--- src/rtl/fetch_pkg.sv ---
// Shared types and field constants for the instruction fetch sequencer.
package fetch_pkg;

  typedef enum logic [1:0] {
    S_RST   = 2'd0,
    S_FETCH = 2'd1,
    S_ISSUE = 2'd2,
    S_ERR   = 2'd3
  } state_t;

  localparam int INSTR_W = 32;
  localparam int OPC_MSB = 31;
  localparam int OPC_LSB = 26;
  localparam int IMM_W   = 16;
  localparam int JIDX_W  = 26;

  localparam logic [5:0] OP_RTYPE = 6'd0;
  localparam logic [5:0] OP_J     = 6'd2;
  localparam logic [5:0] OP_ADDI  = 6'd8;

endpackage

--- src/rtl/fetch_next_pc.sv ---
// Combinational next-PC calculation: sequential pc+4, jump region target,
// and pc-relative branch target; reports whether a redirect is taken.
module fetch_next_pc
  import fetch_pkg::*;
#(
  parameter int ADDR_W = 32
) (
  input  logic [ADDR_W-1:0] i_pc,
  input  logic [JIDX_W-1:0] i_jidx,
  input  logic              i_branch,
  input  logic              i_jump,
  input  logic              i_cond,
  output logic [ADDR_W-1:0] o_pc4,
  output logic [ADDR_W-1:0] o_target,
  output logic              o_taken
);

  logic [ADDR_W-1:0] w_boff;
  logic [ADDR_W-1:0] w_jtgt;

  assign o_pc4  = i_pc + ADDR_W'(4);
  assign w_boff = {{(ADDR_W-IMM_W-2){i_jidx[IMM_W-1]}}, i_jidx[IMM_W-1:0], 2'b00};

  // The jump keeps the region bits of pc+4 above the 28-bit jump reach.
  if (ADDR_W > JIDX_W + 2) begin : g_region
    assign w_jtgt = {o_pc4[ADDR_W-1:JIDX_W+2], i_jidx, 2'b00};
  end else begin : g_noregion
    assign w_jtgt = {i_jidx, 2'b00};
  end

  assign o_target = i_jump ? w_jtgt : (o_pc4 + w_boff);
  assign o_taken  = i_jump | (i_branch & i_cond);

endmodule

--- src/rtl/instr_fetch_unit.sv ---
// Instruction fetch sequencer between imem (req/ack) and decode (valid/ready).
// Optional build macro FETCH_DELAY_SLOT_EN defers taken redirects by one slot.
module instr_fetch_unit
  import fetch_pkg::*;
#(
  parameter int                ADDR_W      = 32,
  parameter logic [ADDR_W-1:0] RESET_PC    = '0,
  parameter int                TIMEOUT_CYC = 255
) (
  input  logic               clk,
  input  logic               rst,
  output logic               imem_req,
  output logic [ADDR_W-1:0]  imem_addr,
  input  logic               imem_ack,
  input  logic [INSTR_W-1:0] imem_rdata,
  output logic               instr_valid,
  input  logic               instr_ready,
  output logic [INSTR_W-1:0] instr_o,
  output logic [5:0]         opcode_o,
  output logic [ADDR_W-1:0]  pc_o,
  input  logic               branch_i,
  input  logic               jump_i,
  input  logic               cond_i,
  output logic               fetch_err
);

  localparam int                TMO_W    = (TIMEOUT_CYC > 1) ? $clog2(TIMEOUT_CYC) : 1;
  localparam logic [TMO_W-1:0]  TMO_LAST = TMO_W'(TIMEOUT_CYC - 1);

  state_t             r_state;
  state_t             w_state_nxt;
  logic [ADDR_W-1:0]  r_pc;
  logic [INSTR_W-1:0] r_instr;
  logic [TMO_W-1:0]   r_tmo;

  logic               w_accept;
  logic               w_tmo_hit;
  logic [ADDR_W-1:0]  w_pc4;
  logic [ADDR_W-1:0]  w_target;
  logic               w_taken;
  logic [ADDR_W-1:0]  w_pc_nxt;

  assign w_accept  = (r_state == S_ISSUE) && instr_ready;
  assign w_tmo_hit = (TIMEOUT_CYC != 0) && (r_tmo == TMO_LAST);

  always_ff @(posedge clk) begin
    if (rst) r_state <= S_RST;
    else     r_state <= w_state_nxt;
  end

  // NOTE: combinational blocks use blocking '=' and assign every output a
  // default first, so no path through the case can infer a latch.
  always_comb begin
    w_state_nxt = r_state;
    unique case (r_state)
      S_RST:   w_state_nxt = S_FETCH;
      S_FETCH: begin
        if (imem_ack)       w_state_nxt = S_ISSUE;
        else if (w_tmo_hit) w_state_nxt = S_ERR;
      end
      S_ISSUE: if (instr_ready) w_state_nxt = S_FETCH;
      S_ERR:   w_state_nxt = S_ERR;
      default: w_state_nxt = S_RST;
    endcase
  end

  always_comb begin
    imem_req    = 1'b0;
    instr_valid = 1'b0;
    fetch_err   = 1'b0;
    unique case (r_state)
      S_FETCH: imem_req    = 1'b1;
      S_ISSUE: instr_valid = 1'b1;
      S_ERR:   fetch_err   = 1'b1;
      default: ;
    endcase
  end

  // The timeout counter is held at zero outside FETCH, so it restarts on entry.
  always_ff @(posedge clk) begin
    if (rst) begin
      r_pc    <= RESET_PC;
      r_instr <= '0;
      r_tmo   <= '0;
    end else begin
      if ((r_state == S_FETCH) && imem_ack) r_instr <= imem_rdata;
      if (w_accept)                         r_pc    <= w_pc_nxt;
      if ((r_state == S_FETCH) && !imem_ack) r_tmo  <= r_tmo + 1'b1;
      else                                   r_tmo  <= '0;
    end
  end

  fetch_next_pc #(
    .ADDR_W (ADDR_W)
  ) u_next_pc (
    .i_pc     (r_pc),
    .i_jidx   (r_instr[JIDX_W-1:0]),
    .i_branch (branch_i),
    .i_jump   (jump_i),
    .i_cond   (cond_i),
    .o_pc4    (w_pc4),
    .o_target (w_target),
    .o_taken  (w_taken)
  );

`ifdef FETCH_DELAY_SLOT_EN
  logic              r_pend_vld;
  logic [ADDR_W-1:0] r_pend_tgt;

  // NOTE: only the valid flag is reset; the target is never read while the
  // flag is clear, so it stays a plain datapath register.
  always_ff @(posedge clk) begin
    if (rst) begin
      r_pend_vld <= 1'b0;
    end else if (w_accept) begin
      if (r_pend_vld) begin
        r_pend_vld <= 1'b0;
      end else if (w_taken) begin
        r_pend_vld <= 1'b1;
        r_pend_tgt <= w_target;
      end
    end
  end

  // The slot instruction's own branch/jump flags never reach the PC.
  assign w_pc_nxt = r_pend_vld ? r_pend_tgt : w_pc4;
`else
  assign w_pc_nxt = w_taken ? w_target : w_pc4;
`endif

  assign imem_addr = r_pc;
  assign pc_o      = r_pc;
  assign instr_o   = r_instr;
  assign opcode_o  = r_instr[OPC_MSB:OPC_LSB];

endmodule

--- config.mk ---
export PLATFORM = sky130hd
export DESIGN_NAME = instr_fetch_unit
export DESIGN_NICKNAME = d
export VERILOG_FILES = /design/src/rtl/fetch_pkg.sv /design/src/rtl/fetch_next_pc.sv /design/src/rtl/instr_fetch_unit.sv
export SDC_FILE = /design/constraint.sdc
export NUM_CORES = 1
export LEC_CHECK = 0
export CORE_ASPECT_RATIO = 1.25
export CORE_MARGIN = 10
export CORE_UTILIZATION = 45
export CTS_BUF_LIST = sky130_fd_sc_hd__clkbuf_2
export DETAILED_ROUTE_END_ITERATION = 7
export GPL_ROUTABILITY_DRIVEN = 0
export PLACE_DENSITY = 0.76
export SYNTH_ARGS = -nofsm -noshare
export SYNTH_HDL_FRONTEND = slang
export SYNTH_HIERARCHICAL = 1
export SYNTH_SLANG_ARGS = --single-unit
--- constraint.sdc ---
create_clock -name clk -period 3.3 [get_ports clk]
set_input_delay 0.99 -clock clk [delete_from_list [all_inputs] [get_ports clk]]
set_output_delay 0.99 -clock clk [all_outputs]
set_load 0.05 [all_outputs]
==> results_dict.tcl, run 1 <==
set metrics [dict create \
    cts_num_sinks 74 \
    clk_latency_ps 580 \
    setup_viol 15 \
    met2_length_mm 12.5 \
    relSlewSlack_pct 62.1 \
    slew_violations 0 \
    wl_mm 24.1 \
    grt_pass1_wl_mm 33.1 \
    cpMaxStageDelayCell "dfxtp_4" \
    cp-start-kind "flop" \
    ctsHtreeMaxLevel 3 \
    numCtsBuffers 9 \
    grt-ovfl-total 0 \
    ios 144 \
    place_ws_ps -266 \
    grt_antenna_before_repair 1 \
    crit_path_cell_trace "ha_4 > nand2_4 > buf_6 > nor4_4 > buf_4 > and3_4 > and3_4 > xor2_4 > ha_4 > a21oi_4 > o21ai_2 > a21o_1 > buf_6 > nor3_1 > o31ai_2 > mux2i_1 > a211oi_1" \
    cts.reportedPaths.clkPinSlew_ps 250 \
    async_reset_ff_share_pct 0 \
    first_pass_iters 5 \
    cp-end-kind "flop" \
    fin_nets 1106 \
    synth_flop_cell "dfxtp_1" \
    clockBufferDepth 2 \
    dp_hpwl_mm 15.9 \
    p_comb_share_pct 37.7 \
    wl_per_cell_um 19.9 \
    instances_no_fill 1210 \
    p_leak_uw 0.00392 \
    p_switching_uw 989 \
    cts_tree "yes" \
    wl_met1_mm 8.40 \
    coreArea_mm2 0.0137 \
    p_int_uw 1580 \
    power_density_mw_per_mm2 264 \
    violations "setup timing" \
    required_ps 3760 \
    dieHeight_um 152 \
    fin_worst_skew_ps 34.0 \
    drc 0 \
    hold_buffers 0 \
    maxCapViolCount 0 \
    worstPathArrival_ps 4100 \
    start_util_pct 45.7 \
    critPathMaxStageDelay_ps 430 \
    route.met3.wl_mm 1.59 \
    syn_area_mm2 0.00625 \
    final_hold_viol_count 0 \
    post-route-util_pct 71.0 \
    fmax_ghz 0.274 \
    synth_top_area_share_pct 23.7 \
    cp_max_fo 6 \
    synth_edf_count 0 \
    first_iter_violations 472 \
    grt_usage_pct 21.1 \
    vdd_drop_max_uv 270 \
    yosys.area.top_type "dfxtp_1" \
    rsz0062_at_grt "true" \
    via_count 7155 \
    clockRootBuffer "clkbuf_2" \
    dp.cells 1170 \
    dieArea_mm2 0.0190 \
    synth-seq-cells 74 \
    tightest_slew_ps 566 \
    whs_ps 489 \
    post-route-period-util_pct 111 \
    synth_cell_type_count 72 \
    final_cell_area_mm2 0.00973 \
    synth_area_leaders "dfxtp_1 24%, nand2_1 7.6%, ha_1 7.4%" \
    setup.worst_path.class "reg2reg" \
    power.share.switching_pct 38.5 \
    core.rowCount 48 \
    yosys_warnings 6 \
    grt_pass1_vias 6898 \
    routed.top_layer "met4" \
    post_dp_cell_area_mm2 0.00848 \
    synth.avg_cell_area_um2 7.76 \
    io_buffers 143 \
    pwr-share-seq_pct 38.0 \
    finalWorstSetupSlack_ps -347 \
    hold_path_class "reg2reg" \
    synth_nets 883 \
    synth.most_common_cell "nand2_1" \
    areaGrowthSynthToFinish_pct 55.6 \
    drive_above_1_share_pct 34.2 \
    synth_seq_area_share_pct 23.7 \
    outcome "complete, but fails checks" \
    r2r_setup_slack_ps -350 \
    grt_max_degree 57 \
    synthTopCellsByCount "127 x nand2_1, 74 x dfxtp_1, 71 x nor2_1" \
    min_period_ps 3650 \
    clockPowerShare_pct 24.3 \
    final_antenna_net_count 0 \
    via_per_inst 5.91 \
    dieWidth_um 125 \
    synth_cells 806 \
]
-- timing repair --
action / in CTS / in global routing
pin swaps: 38 / 57
endpoints found under the setup margin: 19 / 21
gates resized for setup: 81 / 109
cloned: 0 / 0
buffers inserted: 8 / 17
-- cells by family (layout without fill, tap and decap cells) --
kind of cell	count (synthesis)	after routing	share of synthesized area, %
compound gates	207	207	22.4
simple gates	307	307	24.2
mux	37	37	5.98
xor+xnor	40	40	5.60
fa+ha+maj	38	38	7.73
other cells	0	1	0
flops	74	74	23.7
buf+inv	103	331	10.4
-- through the flow --
stage               setup TNS (ps)  total power (µW)
global route                 -4750              2680
CTS                           -452              2510
global placement              -720              1840
finish                       -2380              2570
detailed placement           -1830              1850
floorplan                    -15.9              1550
-- critical path: cells and delay by family, from the launching register on --
family	cells	cell delay, ps
AND/OR/NAND/NOR	5	950
AO/OA/AOI/OAI	5	730
flip-flops	1	430
adder cells (fa/ha/maj)	2	420
buffers and inverters	3	420
multiplexers	1	350
XOR/XNOR	1	230
-- layout by cell type (no fill, tap or decap), drive strengths merged, types with 3 or more instances in the layout --
cell type | Yosys | layout
nor4 | 5 | 5
xnor2 | 25 | 25
nand4 | 23 | 23
nor3 | 17 | 17
a311oi | 4 | 4
a221oi | 3 | 3
nor2b | 7 | 7
a21oi | 72 | 72
or2 | 3 | 3
nand2b | 4 | 4
a21boi | 4 | 4
and3b | 3 | 3
nand3 | 18 | 18
or3 | 4 | 4
clkbuf | 13 | 10
o31ai | 8 | 8
ha | 37 | 37
a21o | 15 | 15
and2 | 5 | 5
o21a | 7 | 7
o311a | 3 | 3
clkdlybuf4s50 | 0 | 140
o21bai | 4 | 4
o22ai | 3 | 3
nor2 | 71 | 71
a211oi | 35 | 35
nand2 | 127 | 127
and3 | 8 | 8
mux2i | 34 | 34
inv | 17 | 20
o311ai | 4 | 4
xor2 | 15 | 15
a2111oi | 5 | 5
o21ai | 29 | 29
and4 | 6 | 6
mux2 | 3 | 3
dfxtp | 74 | 74
buf | 72 | 157
-- worst paths after layout --
| path | from | cells past startpoint | end |
|---|---|---|---|
| worst max-delay path | imem_addr[2] | 17 | imem_addr[19] |
| worst min-delay path | instr_o[30] | 2 | instr_o[30] |
| worst max register to register | imem_addr[2] | 17 | imem_addr[19] |
| worst min register to register | instr_o[30] | 2 | instr_o[30] |
-- power groups by stage --
stage | clock network, µW | logic (µW) | registers, µW
floorplan | 0 | 429 | 1120
global placement | 0 | 850 | 986
detailed placement | 0 | 858 | 988
CTS | 642 | 894 | 972
global route | 676 | 1020 | 982
finish | 625 | 969 | 975
-- area by class of cell --
type	count	area (µm²)
clock inverters	6	88.8
repair buffers	298	2680
flip-flops and latches	74	1560
clock buffers	10	50.0
inverters	17	66.3
fillers	974	3970
multi-input cells	629	5060
well taps	175	219
diodes	1	2.50
-- flip-flops by register name, summed over array words and instances (netlist names) --
name	cells
r_tmo	8
imem_addr	32
r_state	2
instr_o	32
-- routing by layer --
metal | vias up | global-route usage (%)
li1 | 3315 | -
met1 | 3364 | 20.2
met2 | 333 | 39.5
met3 | 143 | 5.08
met4 | 0 | 14.6
met5 | - | 0
Power figures use the tool's default switching activity.
==> run 2: changes to the inputs <==
--- a/config.mk
+++ b/config.mk
@@ -11,7 +11,7 @@
 export CTS_BUF_LIST = sky130_fd_sc_hd__clkbuf_2
 export DETAILED_ROUTE_END_ITERATION = 7
 export GPL_ROUTABILITY_DRIVEN = 0
-export PLACE_DENSITY = 0.76
+export PLACE_DENSITY = 0.73
 export SYNTH_ARGS = -nofsm -noshare
 export SYNTH_HDL_FRONTEND = slang
 export SYNTH_HIERARCHICAL = 1
==> constraint.sdc (replaced) <==
create_clock -name clk -period 4.15 [get_ports clk]
set_input_delay 1.245 -clock clk [delete_from_list [all_inputs] [get_ports clk]]
set_output_delay 1.245 -clock clk [all_outputs]
set_load 0.05 [all_outputs]
==> run 2 against run 1 <==
  * The run now ends clean
  * Worst hold slack barely moved
  * Clock skew rose by 6.4 ps
  * Largest power group unchanged
  * Wire length decreased by 22%
  * Sequential cell count stayed put
  * First-iteration DRC count decreased by 33%
  * Critical path depth down 2
  * Global-route usage down 2.0 points
==> results_dict.tcl, run 2 (synthesis results as in run 1) <==
set metrics [dict create \
    ctsHtreeMaxLevel 3 \
    areaGrowthSynthToFinish_pct 22.7 \
    critPathMaxStageDelay_ps 430 \
    fmax_ghz 0.256 \
    first_pass_iters 5 \
    n_antenna_cell 0 \
    numCtsBuffers 9 \
    wl_per_cell_um 17.5 \
    via_count 6065 \
    pwr-share-seq_pct 43.0 \
    cts.reportedPaths.clkPinSlew_ps 250 \
    relSlewSlack_pct 46.1 \
    hold_path_class "reg2reg" \
    cp-start-kind "flop" \
    maxCapViolCount 0 \
    place_ws_ps 148 \
    cts_tree "yes" \
    grt_usage_pct 19.1 \
    power_density_mw_per_mm2 238 \
    p_leak_uw 0.00298 \
    multi_input_area_mm2 0.00415 \
    finalWorstSetupSlack_ps 240 \
    drive_above_1_share_pct 9.38 \
    dieHeight_um 152 \
    hold_buffers 0 \
    cpMaxStageDelayCell "dfxtp_2" \
    grt_pass1_vias 5989 \
    seqCellArea_mm2 0.00149 \
    cts_num_sinks 74 \
    grt_antenna_before_repair 0 \
    setup.worst_path.class "reg2reg" \
    rsz0062_at_grt "true" \
    crit_path_cell_trace "ha_1 > nand2_1 > nor4_4 > and3_1 > and3_1 > xor2_2 > ha_2 > a21oi_1 > o21ai_1 > a21oi_2 > o311ai_0 > o311a_1 > a211oi_1 > mux2i_1 > a211oi_1" \
    final_antenna_net_count 0 \
    final_cell_mix "141 x clkdlybuf4s50_1, 126 x nand2_1, 71 x nor2_1" \
    p_comb_share_pct 33.5 \
    dieArea_mm2 0.0190 \
    slew_violations 0 \
    setup_tns_ps 0 \
    clockRootBuffer "clkbuf_2" \
    core.rowCount 48 \
    dp_hpwl_mm 14.5 \
    vdd_drop_max_uv 160 \
    drc 0 \
    p_switching_uw 715 \
    clk_latency_ps 560 \
    power.share.switching_pct 39.1 \
    grt_max_degree 61 \
    cp_max_fo 9 \
    final_common_cell "clkdlybuf4s50_1" \
    grt_pass1_wl_mm 30.4 \
    min_period_ps 3910 \
    fin_worst_skew_ps 40.5 \
    tightest_slew_ps 807 \
    wl_mm 18.9 \
    ios 144 \
    fin_nets 978 \
    cp_num_buf_inv 0 \
    required_ps 4650 \
    p_int_uw 1110 \
    io_buffers 143 \
    clockPowerShare_pct 23.5 \
    setup_viol 0 \
    coreArea_mm2 0.0137 \
    grt-ovfl-total 0 \
    r2r_setup_slack_ps 240 \
    worstPathArrival_ps 4410 \
    via_per_inst 5.61 \
    cp-end-kind "flop" \
    final_hold_viol_count 0 \
    dieWidth_um 125 \
    first_iter_violations 314 \
    outcome "finished, final reports clean" \
    clockBufferDepth 2 \
    critPathTopFamily "compound AO/OA/AOI/OAI gates" \
    start_util_pct 45.7 \
    nFillCells 1324 \
    post-route-period-util_pct 94.2 \
    power_uw 1830 \
]
[run 2: what timing repair did]
action | in CTS | in global routing
setup endpoints to repair | 0 | 8
resized for setup | 0 | 9
buffers inserted | 0 | 2
[run 2: worst paths after layout]
kind | from | to | cells after the start
setup / recovery | imem_addr[2] | imem_addr[31] | 15
hold / removal | instr_o[29] | instr_o[29] | 2
setup reg to reg | imem_addr[2] | imem_addr[31] | 15
hold reg to reg | instr_o[29] | instr_o[29] | 2
[run 2: cell type report]
class / instances / share of cell area (%)
timing repair buffer: 170 / 21.3
clock inverter: 6 / 0.864
multi-input combinational: 629 / 54.1
sequential: 74 / 19.4
clock buffer: 10 / 0.652
tap: 175 / 2.85
inverter: 17 / 0.832
[run 2: metrics by stage]
stage                     instance area, µm²  utilization [%]  instances  hold WS, ps
final                                   7670             56.0       1081          489
after detailed placement                7510             54.8       1063          462
after global routing                    7670             56.0       1081          511
after floorplan                         6250                -        806          452
after CTS                               7630             55.7       1079          488
after global placement                  7510             54.8       1063          457
[run 2: power groups by stage]
stage,clock network (µW),registers [µW],logic (µW)
3_5_place_dp,0,801,611
5_1_grt,471,794,655
2_1_floorplan,0,896,338
4_1_cts,444,787,613
3_3_place_gp,0,800,609
6_report,429,786,612
[run 2: tightest hold or removal path: stages (launching register included)]
cell	delay, ps
dfxtp_1	380
nand2_1	50
a21oi_1	50
[run 2: per-layer routing]
metal	up-vias	global-route usage [%]	wire length, µm
li1	3030	-	-
met1	2790	19.9	7190
met3	47	4.59	1180
met5	-	0	0
met4	0	8.30	626
met2	198	36.0	9950
==> run 3: changes to the inputs <==
--- a/config.mk
+++ b/config.mk
@@ -8,10 +8,11 @@
 export CORE_ASPECT_RATIO = 1.25
 export CORE_MARGIN = 10
 export CORE_UTILIZATION = 45
-export CTS_BUF_LIST = sky130_fd_sc_hd__clkbuf_2
+export CTS_BUF_LIST = sky130_fd_sc_hd__clkbuf_16
 export DETAILED_ROUTE_END_ITERATION = 7
 export GPL_ROUTABILITY_DRIVEN = 0
 export PLACE_DENSITY = 0.73
+export SLEW_MARGIN = 20
 export SYNTH_ARGS = -nofsm -noshare
 export SYNTH_HDL_FRONTEND = slang
 export SYNTH_HIERARCHICAL = 1
==> run 3 against run 2 <==
  * Register-to-register slack better by 30 ps
  * Worst hold slack worse by 17 ps
  * Setup slack better by 29 ps
  * Count of clock-buffer cells in the layout is 1 lower
  * Critical path depth is 1 lower
  * Non-clock buffer count stayed put
  * Die area stayed put
  * Sequential share of layout area is 0.47 points lower
  * Sequential cell count stayed put
  * Final cell count stayed put
  * Critical path type unchanged
  * Highest routed layer unchanged
==> results_dict.tcl, run 3 (synthesis results as in run 1) <==
set metrics [dict create \
    core.rowCount 48 \
    setup_viol 0 \
    rsz0062_at_grt "false" \
    ios 144 \
    grt_max_degree 61 \
    first_pass_iters 4 \
    holdCritStartpoint "instr_o[29]" \
    ctsHtreeMaxLevel 3 \
    grt_usage_pct 19.2 \
    final_common_cell "clkdlybuf4s50_1" \
    critPathMaxStageDelay_ps 410 \
    cts_num_sinks 74 \
    power_density_mw_per_mm2 278 \
    hold_path_class "reg2reg" \
    cts.reportedPaths.clkPinSlew_ps 70 \
    n_antenna_cell 0 \
    cp_common_cell "a21oi_1" \
    grt-ovfl-total 0 \
    min_period_ps 3880 \
    cp_num_buf_inv 0 \
    grt_pass1_vias 5996 \
    via_per_inst 5.64 \
    critPathLaunch "imem_addr[7]" \
    dieArea_mm2 0.0190 \
    drive_above_1_share_pct 9.27 \
    via_count 6098 \
    post-route-period-util_pct 93.5 \
    clockRootBuffer "clkbuf_16" \
    grt_antenna_before_repair 0 \
    fmax_ghz 0.258 \
    setup_tns_ps 0 \
    tightest_slew_ps 795 \
    r2r_start "imem_addr[7]" \
    slew_violations 0 \
    whs_ps 472 \
    outcome "finished, final reports clean" \
    power_uw 2180 \
    cp-start-kind "flop" \
    drc 0 \
    final_hold_viol_count 0 \
    fin_worst_skew_ps 10.6 \
    fin_nets 978 \
    dieHeight_um 152 \
    worstPathArrival_ps 4140 \
    p_leak_uw 0.00306 \
    grt_pass1_wl_mm 30.5 \
    coreArea_mm2 0.0137 \
    start_util_pct 45.7 \
    areaGrowthSynthToFinish_pct 25.6 \
    dp_hpwl_mm 14.5 \
    cp_max_fo 8 \
    vdd_drop_max_uv 221 \
    final_cell_mix "141 x clkdlybuf4s50_1, 126 x nand2_1, 71 x nor2_1, 71 x dfxtp_1, 68 x a21oi_1" \
    dieWidth_um 125 \
    final_antenna_net_count 0 \
    wl_mm 19.0 \
    setup.worst_path.class "reg2reg" \
    required_ps 4410 \
    wl_per_cell_um 17.5 \
    relSlewSlack_pct 46.9 \
    nFillCells 1298 \
    cp-end-kind "flop" \
    clk_latency_ps 340 \
    io_buffers 143 \
    maxCapViolCount 0 \
    critPathTopFamily "compound AO/OA/AOI/OAI gates" \
    crit_path_cell_trace "nand4_4 > or2_2 > nor3_2 > nand4_1 > xnor2_1 > ha_1 > a21oi_1 > o21ai_0 > a21oi_1 > o22ai_1 > a221oi_2 > and3_1 > mux2i_1 > a211oi_1" \
    numCtsBuffers 9 \
    cts_tree "yes" \
    clockBufferDepth 2 \
    first_iter_violations 348 \
    cpMaxStageDelayCell "dfxtp_2" \
]
## run 3: cell types whose count changed in the layout (fill, tap and decap cells not counted), sizes merged
cell    before  now
clkbuf      10    9
inv         18   19
## run 3: per-layer routing
layer	global-route usage (%)	vias up	share of wire, %
li1	-	3026	-
met1	19.9	2839	38
met2	36.2	193	53
met3	4.70	40	6.3
met4	8.13	0	3.2
met5	0	-	0
## run 3: worst register-to-register path, cell delays in order (launching register included)
cell and delay, ps:
dfxtp_2 410, nand4_4 160, or2_2 380, nor3_2 230, nand4_1 150, xnor2_1 270
ha_1 390, a21oi_1 290, o21ai_0 130, a21oi_1 330, o22ai_1 290, a221oi_2 290
and3_1 180, mux2i_1 70, a211oi_1 240
## run 3: cell type report
cell class,count,area [µm²],share of cell area (%)
repair buffers,170,1640,20.8
multi-input cells,629,4150,52.9
clock inverters,7,70.1,0.892
inverters,17,63.8,0.812
flip-flops and latches,74,1490,18.9
clock buffers,9,225,2.87
well taps,175,219,2.79
## run 3: path summary, 6_finish.rpt
check                           depth (start not counted)  slack (ps)            end
worst max-delay path                                   14         270  imem_addr[30]
worst min-delay path                                    2         470    instr_o[29]
worst max register to register                         14         270  imem_addr[30]
worst min register to register                          2         470    instr_o[29]
## run 3: through the flow
stage,utilization [%],setup slack [ps],area [µm²],instances
2_1_floorplan,-,210,6250,806
3_3_place_gp,54.8,283,7510,1063
3_5_place_dp,54.8,148,7510,1063
4_1_cts,57.0,112,7800,1079
5_1_grt,57.4,0.923,7850,1081
6_report,57.4,269,7850,1081
## run 3: report_power, final
part           internal, µW  leakage, µW  switching (µW)  total [µW]
sequential              743     0.000603            41.9         784
combinational           227      0.00232             386         612
clock                   465     0.000141             323         788
## run 3: repair_timing
action,in CTS,in global routing
endpoints found under the setup margin,0,6
setup buffers,0,2
resized for setup,0,9
hold buffers,0,0
